### src/rtl/vga_pkg.sv
// Shared 640x480@60 raster constants and board geometry for the VGA path.
package vga_pkg;

    localparam int unsigned H_VIS  = 640;
    localparam int unsigned H_FP   = 16;
    localparam int unsigned H_SYNC = 96;
    localparam int unsigned H_BP   = 48;
    localparam int unsigned H_TOT  = 800;

    localparam int unsigned V_VIS  = 480;
    localparam int unsigned V_FP   = 10;
    localparam int unsigned V_SYNC = 2;
    localparam int unsigned V_BP   = 33;
    localparam int unsigned V_TOT  = 525;

    localparam int unsigned CELLS   = 81;
    localparam int unsigned CELL_W  = 4;
    localparam int unsigned BOARD_W = CELLS * CELL_W;
    localparam int unsigned CNT_W   = 10;

    function automatic logic in_range(input logic [CNT_W-1:0] cnt,
                                      input int unsigned lo,
                                      input int unsigned hi);
        int unsigned c;
        c = 32'(cnt);
        return (c >= lo) && (c <= hi);
    endfunction

endpackage

### src/rtl/pixel_clk_div.sv
// Divides the system clock into a one-clock pixel tick every DIV clocks.
module pixel_clk_div #(
    parameter int unsigned DIV = 4
) (
    input  logic clk,
    input  logic rst,
    output logic pix_tick
);

    localparam int unsigned DW = $clog2(DIV);

    logic [DW-1:0] div;

    always_ff @(posedge clk or posedge rst) begin
        if (rst) begin
            div <= '0;
        end else if (div == DW'(DIV - 1)) begin
            div <= '0;
        end else begin
            div <= div + DW'(1);
        end
    end

    assign pix_tick = (div == DW'(DIV - 1));

endmodule

### src/rtl/vga_timing_gen.sv
// 640x480@60 raster timing: h/v counters, syncs, visible flag, frame/second
// ticks and a once-per-frame snapshot of the Sudoku board.
module vga_timing_gen
    import vga_pkg::*;
#(
    parameter int unsigned DIV = 4,
    parameter int unsigned FPS = 60
) (
    input  logic                 clk,
    input  logic                 rst,
    input  logic [BOARD_W-1:0]   board_in,
    input  logic [CELLS-1:0]     blank_in,
    output logic [CNT_W-1:0]     h_cnt,
    output logic [CNT_W-1:0]     v_cnt,
    output logic                 hsync,
    output logic                 vsync,
    output logic                 valid,
    output logic                 pix_tick,
    output logic                 frame_tick,
    output logic                 sec_tick,
    output logic [BOARD_W-1:0]   board_out,
    output logic [CELLS-1:0]     blank_out
);

    localparam int unsigned FW = (FPS > 1) ? $clog2(FPS) : 1;

    logic [CNT_W-1:0] h_next;
    logic [CNT_W-1:0] v_next;
    logic             frame_start;
    logic [FW-1:0]    fcnt;

    pixel_clk_div #(.DIV(DIV)) u_div (
        .clk      (clk),
        .rst      (rst),
        .pix_tick (pix_tick)
    );

    always_comb begin
        h_next = h_cnt;
        v_next = v_cnt;
        if (pix_tick) begin
            if (h_cnt == CNT_W'(H_TOT - 1)) begin
                h_next = '0;
                if (v_cnt == CNT_W'(V_TOT - 1)) begin
                    v_next = '0;
                end else begin
                    v_next = v_cnt + CNT_W'(1);
                end
            end else begin
                h_next = h_cnt + CNT_W'(1);
            end
        end
    end

    // Qualified by pix_tick so only the advancing edge into (0,V_VIS) fires.
    assign frame_start = pix_tick && (h_next == '0) && (v_next == CNT_W'(V_VIS));

    // Syncs decode the next count so they line up with the counters they describe.
    always_ff @(posedge clk or posedge rst) begin
        if (rst) begin
            h_cnt <= '0;
            v_cnt <= '0;
            hsync <= 1'b1;
            vsync <= 1'b1;
        end else begin
            h_cnt <= h_next;
            v_cnt <= v_next;
            hsync <= !in_range(h_next, H_VIS + H_FP, H_VIS + H_FP + H_SYNC - 1);
            vsync <= !in_range(v_next, V_VIS + V_FP, V_VIS + V_FP + V_SYNC - 1);
        end
    end

    assign valid = (h_cnt < CNT_W'(H_VIS)) && (v_cnt < CNT_W'(V_VIS));

    always_ff @(posedge clk or posedge rst) begin
        if (rst) begin
            frame_tick <= 1'b0;
            sec_tick   <= 1'b0;
            fcnt       <= '0;
            board_out  <= '0;
            blank_out  <= '0;
        end else begin
            frame_tick <= frame_start;
            sec_tick   <= frame_start && (fcnt == FW'(FPS - 1));
            if (frame_start) begin
                board_out <= board_in;
                blank_out <= blank_in;
                if (fcnt == FW'(FPS - 1)) begin
                    fcnt <= '0;
                end else begin
                    fcnt <= fcnt + FW'(1);
                end
            end
        end
    end

endmodule

### config.mk
export PLATFORM = sky130hd
export DESIGN_NAME = vga_timing_gen
export DESIGN_NICKNAME = d
export VERILOG_FILES = /design/src/rtl/vga_pkg.sv /design/src/rtl/pixel_clk_div.sv /design/src/rtl/vga_timing_gen.sv
export SDC_FILE = /design/constraint.sdc
export NUM_CORES = 1
export LEC_CHECK = 0
export CAP_MARGIN = 20
export CORE_AREA = 4 4 326 328
export DETAILED_ROUTE_END_ITERATION = 10
export DIE_AREA = 0 0 330 332
export SLEW_MARGIN = 20
export SYNTH_ARGS = -nofsm -noshare
export SYNTH_HDL_FRONTEND = slang
export SYNTH_SLANG_ARGS = --single-unit
### constraint.sdc
create_clock -name clk -period 20.9 [get_ports clk]
set_input_delay 3.135 -clock clk [delete_from_list [all_inputs] [get_ports clk]]
set_output_delay 3.135 -clock clk [all_outputs]
set_load 0.02 [all_outputs]
**Word-level counts from Yosys, hierarchy flattened**

Index checks and enable logic that the tools add are counted.

- Eq/ne operators: 5
- Shift-type cells: 0
- Multiply operators: 0
- Order comparisons: 6
- Bitwise gates (word level): 0
- Div/mod/pow operators: 0
- Reduce and logical (&&, ||, !) cells: 9
- Mux-type cells: 7
- Add/sub/neg operators: 4

Operators with widths:

| kind | number |
|---|---|
| $mux W10 | 5 |
| $add A10 B1 Y10 const B | 2 |
| $eq A10 B10 Y1 const B | 2 |
| $eq A10 B9 Y1 const B | 1 |
| $ge A10 B10 Y1 const B | 1 |
| $ge A10 B9 Y1 const B | 1 |
| $le A10 B10 Y1 const B | 1 |
| $le A10 B9 Y1 const B | 1 |
| $logic_not A10 Y1 | 1 |
| $lt A10 B10 Y1 const B | 1 |
| $lt A10 B9 Y1 const B | 1 |
| $add A6 B1 Y6 const B | 1 |
| $eq A6 B6 Y1 const B | 1 |
| $logic_and A1 B1 Y1 | 6 |
| $mux W6 | 1 |
| $add A2 B1 Y2 const B | 1 |
| $eq A2 B2 Y1 const B | 1 |
| $logic_not A1 Y1 | 2 |
| $mux W2 | 1 |

- Output and inout bits: 431
- Flip-flop bits (word level): 437
- Bits in latches: 0
- Input port bits: 407
- Bits in writable memories: 0
- Memories: 0
- Memory bits (read-only): 0
- Word-level logic and storage cells: 41

**Logic depth before layout (Yosys ltp)**

- Depth in word-level cells: 7
- Gate-level depth with buffers: 15

**Cells and area by module**

A second synthesis with hierarchy kept.

- Cells, all modules: 1059
- Area total of the unflattened synthesis: 17107.7 µm²

Modules (own cells, without submodules):

| module | times used | cells an instance | area an instance (µm²) | seq. area each (µm²) |
|---|---|---|---|---|
| vga_timing_gen | 1 | 1054 | 17037.6 | 10887.9 |
| pixel_clk_div | 1 | 5 | 70.1 | 50.0 |

**Worst setup path before layout**

Ideal clock, no wire load.

- Kind: register to output
- Start point: register v_cnt[7]
- End point: output valid
- Cell stages (with the launch flop): 5
- Buffers on the path: 1
- Arrival time: 1.072 ns
- Required time: 17.765 ns
- Path slack: 16.693 ns
- Path through: dfrtp_1 > clkbuf_1 > nand2_1 > o21ai_0 > nor2_1

- Cells in the longest elaborated chain, start to end: 2

RTL lines:

| what | line | source |
|---|---|---|
| start: declaration | vga_timing_gen.sv:14 | `output logic [CNT_W-1:0] v_cnt,` |
| start signal: assignment | vga_timing_gen.sv:67 | `v_cnt <= v_next;` |
| $lt A10 B9 Y1 | vga_timing_gen.sv:73 | `assign valid = (h_cnt < CNT_W'(H_VIS)) && (v_cnt < CNT_W'(V_VIS));` |
| $logic_and A1 B1 Y1 | vga_timing_gen.sv:73 |  |
| end: declaration | vga_timing_gen.sv:17 | `output logic valid,` |

Every way passes these cells.

**Worst setup path in the final report**

- Start point: register h_cnt[0]
- End point: register board_out[182]

- Cells in the longest elaborated chain, start to end: 6
- Elaborated cells on any way between the ends: 10
- Classes of those cells: add/sub (1); eq/ne (2); mux (4); reduce/logical (3)

RTL lines:

| what | line | source |
|---|---|---|
| start: declaration | vga_timing_gen.sv:13 | `output logic [CNT_W-1:0] h_cnt,` |
| start signal: assignment | vga_timing_gen.sv:66 | `h_cnt <= h_next;` |
| $add A10 B1 Y10 / $eq A10 B10 Y1 (equally long branches) | vga_timing_gen.sv:50, vga_timing_gen.sv:42 |  |
| $mux W10 | vga_timing_gen.sv:42 | `if (h_cnt == CNT_W'(H_TOT - 1)) begin` |
| $mux W10 | vga_timing_gen.sv:41 | `if (pix_tick) begin` |
| $logic_not A10 Y1 | vga_timing_gen.sv:56 | `assign frame_start = pix_tick && (h_next == '0) && (v_next == CNT_W'(V_VIS));` |
| $logic_and A1 B1 Y1 | vga_timing_gen.sv:56 |  |
| $logic_and A1 B1 Y1 * | vga_timing_gen.sv:56 |  |
| end signal: assignment | vga_timing_gen.sv:86 | `board_out <= board_in;` |
| end: declaration | vga_timing_gen.sv:21 | `output logic [BOARD_W-1:0] board_out,` |

Every way passes the cells marked *; elsewhere a longest branch is shown, timed or not.
A chain may end at the register's enable or synchronous reset.

==> metrics.csv <==
stage;metric;value;unit
logic_synthesis;syn_nets;1484;
logic_synthesis;synth.ff_latch_count;437;
logic_synthesis;yosysSeqAreaShare;60.76;%
detailed_routing;wirelength;68390;um
floorplanning;dieWidth;330;um
setup_path;crit_top_cell;buf_4;
logic_synthesis;syn_avg_cell_area;16.79;um2
floorplanning;rows;118;
logic_synthesis;netlist-cell-type-count;55;
cells_and_area;finalInstanceArea;0.02945;mm2
logic_synthesis;async_reset_ff_share;100.0;%
placed_design;placed_area;0.02755;mm2
timing;finalClockSkew;0.03324;ns
setup_path;crit_arrival;7.13;ns
detailed_routing;first_iter_violations;470;
cells_and_area;fin_nets;2333;
power;powerDensity;65.74;mW/mm2
logic_synthesis;ys.flop_type;dfrtp_1;
clock_network;post_cts_buffers;0;
power;p_leak;12.82;nW
setup_path;critPathKind;reg2reg;
logic_synthesis;syn_area;0.01800;mm2
timing;fmax;0.1506;GHz
timing;rsz0062_at_grt;false;
outcome;status;complete, no violations;
detailed_routing;dr.pass1.iters;4;
clock_network;htree_levels;2;
placed_design;io_buffers;837;
clock_network;cts_root_buffer;clkbuf_16;
global_route;grt-ovfl-total;0;
setup_path;worstPathRequired;21.39;ns
min_path;hp-class;reg2reg;
cells_and_area;syn_to_final_growth;63.60;%
clock_network;cts_tree;yes;
cells_and_area;most-common-layout-cells;clkdlybuf4s50_1, dfrtp_1, mux2_2;
detailed_routing;drc;0;
global_route;grt_pass1_wl;96460;um
timing;hold_viol;0;
timing;setup_violations;0;
logic_synthesis;synth_warnings;0;
setup_path;end_kind;flip-flop;
global_route;grt_pass1_vias;13360;
clock_network;clock-sinks;437;
setup_path;cp_max_fo;82;
setup_path;start_kind;flip-flop;
job;maxCapViolCount;0;
logic_synthesis;synth_top_family_by_area;multiplexers;
detailed_routing;vias;12280;
detailed_routing;vias_per_cell;3.660;
clock_network;holdBufCountCts;0;
floorplanning;start_util;17.44;%
global_route;grt_usage;11.92;%
cells_and_area;layout_commonest_cell;clkdlybuf4s50_1;
timing;tightestPinTransition;1.043;ns
global_route;antenna_found_initial;26;
setup_path;worst_path_largest_cell_delay;0.91;ns
setup_path;slowest_stage;buf_4;
timing;relSlewSlack;30.47;%
logic_synthesis;syn_inst;1072;
clock_network;ctsLongestPathBuffers;3;
logic_synthesis;synthMuxAreaShare;29.75;%
power;power;1.936;mW
setup_path;crit_chain;ha_1 -> nand2_1 -> or4_1 -> nor4_1 -> nor3_1 -> or4_1 -> or2_4 -> inv_8 -> buf_4 -> buf_4 -> buf_4 -> mux2_4;
floorplanning;dieArea;0.1096;mm2
placed_design;hpwl;52730;um
timing;slew_violations;0;
clock_network;numCtsBuffers;54;
logic_synthesis;synth_compound_area_share;1.654;%
power;ir_drop;0.05741;mV
clock_network;cts.reportedPaths.clkPinSlew;0.06;ns
detailed_routing;final_antenna_net_count;0;
timing;fin_crit_sh;31.78;%
timing;tns;0;ns
clock_network;clk_latency;0.63;ns
floorplanning;dieHeight;332;um
detailed_routing;wl_per_cell;20.38;um
floorplanning;core-area;0.1032;mm2
cells_and_area;drive_gt1_share;26.40;%
global_route;grt_max_degree;110;
logic_synthesis;synth_xor_xnor_area_share;0.3406;%
logic_synthesis;synthAdderAreaFrac;0.3475;%
floorplanning;io_pins;838;
placed_design;gp_congestion;0.7951;
logic_synthesis;synth_simple_gate_area_share;3.232;%
clock_network;ctsResizeCount;0;
logic_synthesis;synth_edf_count;0;
timing;final.min_clock_period;6.642;ns
[layout make-up]
type                            instances  area [um2]
Antenna cell                           10       25.02
Tap cell                             1380        1727
Multi-Input combinational cell        569        6359
Clock inverter                         24       341.6
Clock buffer                           77        1538
Timing Repair Buffer                  850        8476
Fill cell                           10490       73750
Inverter                                9       48.80
Sequential cell                       437       10940
[sequential cells by signal, summed over array words and instances, names as in the netlist]
register,cells
frame_tick,1
v_cnt,10
fcnt,6
u_div.div,2
vsync,1
hsync,1
board_out,324
h_cnt,10
blank_out,81
sec_tick,1
[power breakdown]
group	internal, mW	switching (mW)	total, mW
Combinational	0.0675	0.0296	0.0971
Clock	0.600	0.392	0.993
Sequential	0.846	0	0.846
[metrics by stage]
step                      instances  setup WS [ns]  utilization [%]  hold slack, ns
after floorplan                1072          5.595                -          0.4031
after global placement         3245          14.17            26.69          0.4214
after detailed placement       3245          14.16            26.69          0.4241
after CTS                      3346          14.14            28.51          0.4338
after global routing           3346          13.83            28.51          0.4539
final                          3356          14.26            28.54          0.4307
[worst max-delay path: cells and delay by family, from the launching register on]
family	cells	cell delay, ns
buffers and inverters	4	2.83
and+or+nand+nor	6	2.28
DFF	1	0.46
adders and majority gates	1	0.37
muxes	1	0.36
[cell families after synthesis]
group | Yosys count
DFF | 437
muxes | 409
and+or+nand+nor | 104
buffers and inverters | 66
AOI/OAI and AO/OA | 44
xor gates and xnor gates | 7
adders and majority gates | 5
[final timing paths]
| check | start | endpoint | slack (ns) | cells past startpoint |
|---|---|---|---|---|
| setup / recovery | h_cnt[0]$_DFF_PP0_ | board_out[182]$_DFFE_PP0P_ | 14.26 | 12 |
| hold reg to reg | u_div.div[0]$_DFF_PP0_ | u_div.div[0]$_DFF_PP0_ | 0.43 | 1 |
| hold / removal | u_div.div[0]$_DFF_PP0_ | u_div.div[0]$_DFF_PP0_ | 0.43 | 1 |
| setup reg to reg | h_cnt[0]$_DFF_PP0_ | board_out[182]$_DFFE_PP0P_ | 14.26 | 12 |
| min in group asynchronous | rst | board_out[77]$_DFFE_PP0P_ | 3.07 | 2 |
| max in group asynchronous | rst | board_out[130]$_DFFE_PP0P_ | 15.04 | 5 |
[synth_stat cells, types with 3 or more instances]
cell type | number | area [um2]
dfrtp_1 | 435 | 10890
mux2_2 | 208 | 2342
mux2_4 | 200 | 3003
nand2_1 | 27 | 101.4
buf_12 | 22 | 440.4
buf_4 | 21 | 157.7
o21ai_0 | 15 | 75.07
nor3_1 | 12 | 60.06
nand3_1 | 11 | 55.05
nand4_1 | 10 | 62.56
inv_1 | 8 | 30.03
nor2_1 | 8 | 30.03
clkbuf_1 | 7 | 26.28
a21oi_1 | 5 | 25.02
buf_2 | 5 | 25.02
ha_1 | 5 | 62.56
and3_1 | 4 | 25.02
nand2b_1 | 4 | 25.02
nor4_1 | 4 | 25.02
or4_1 | 4 | 30.03
xnor2_1 | 4 | 35.03
a41oi_1 | 3 | 26.28
nand4b_1 | 3 | 26.28
o31ai_1 | 3 | 22.52
xor2_1 | 3 | 26.28
[metal layers]
layer / vias to the layer above / global-route usage (%) / part of all wire (%)
met5: - / 0 / 0.22
met4: 22 / 4.407 / 3.4
met3: 121 / 4.691 / 10
met2: 533 / 20.59 / 49
met1: 6050 / 13.19 / 38
li1: 5557 / - / -
No activity file was read; power rests on OpenSTA's default activity.
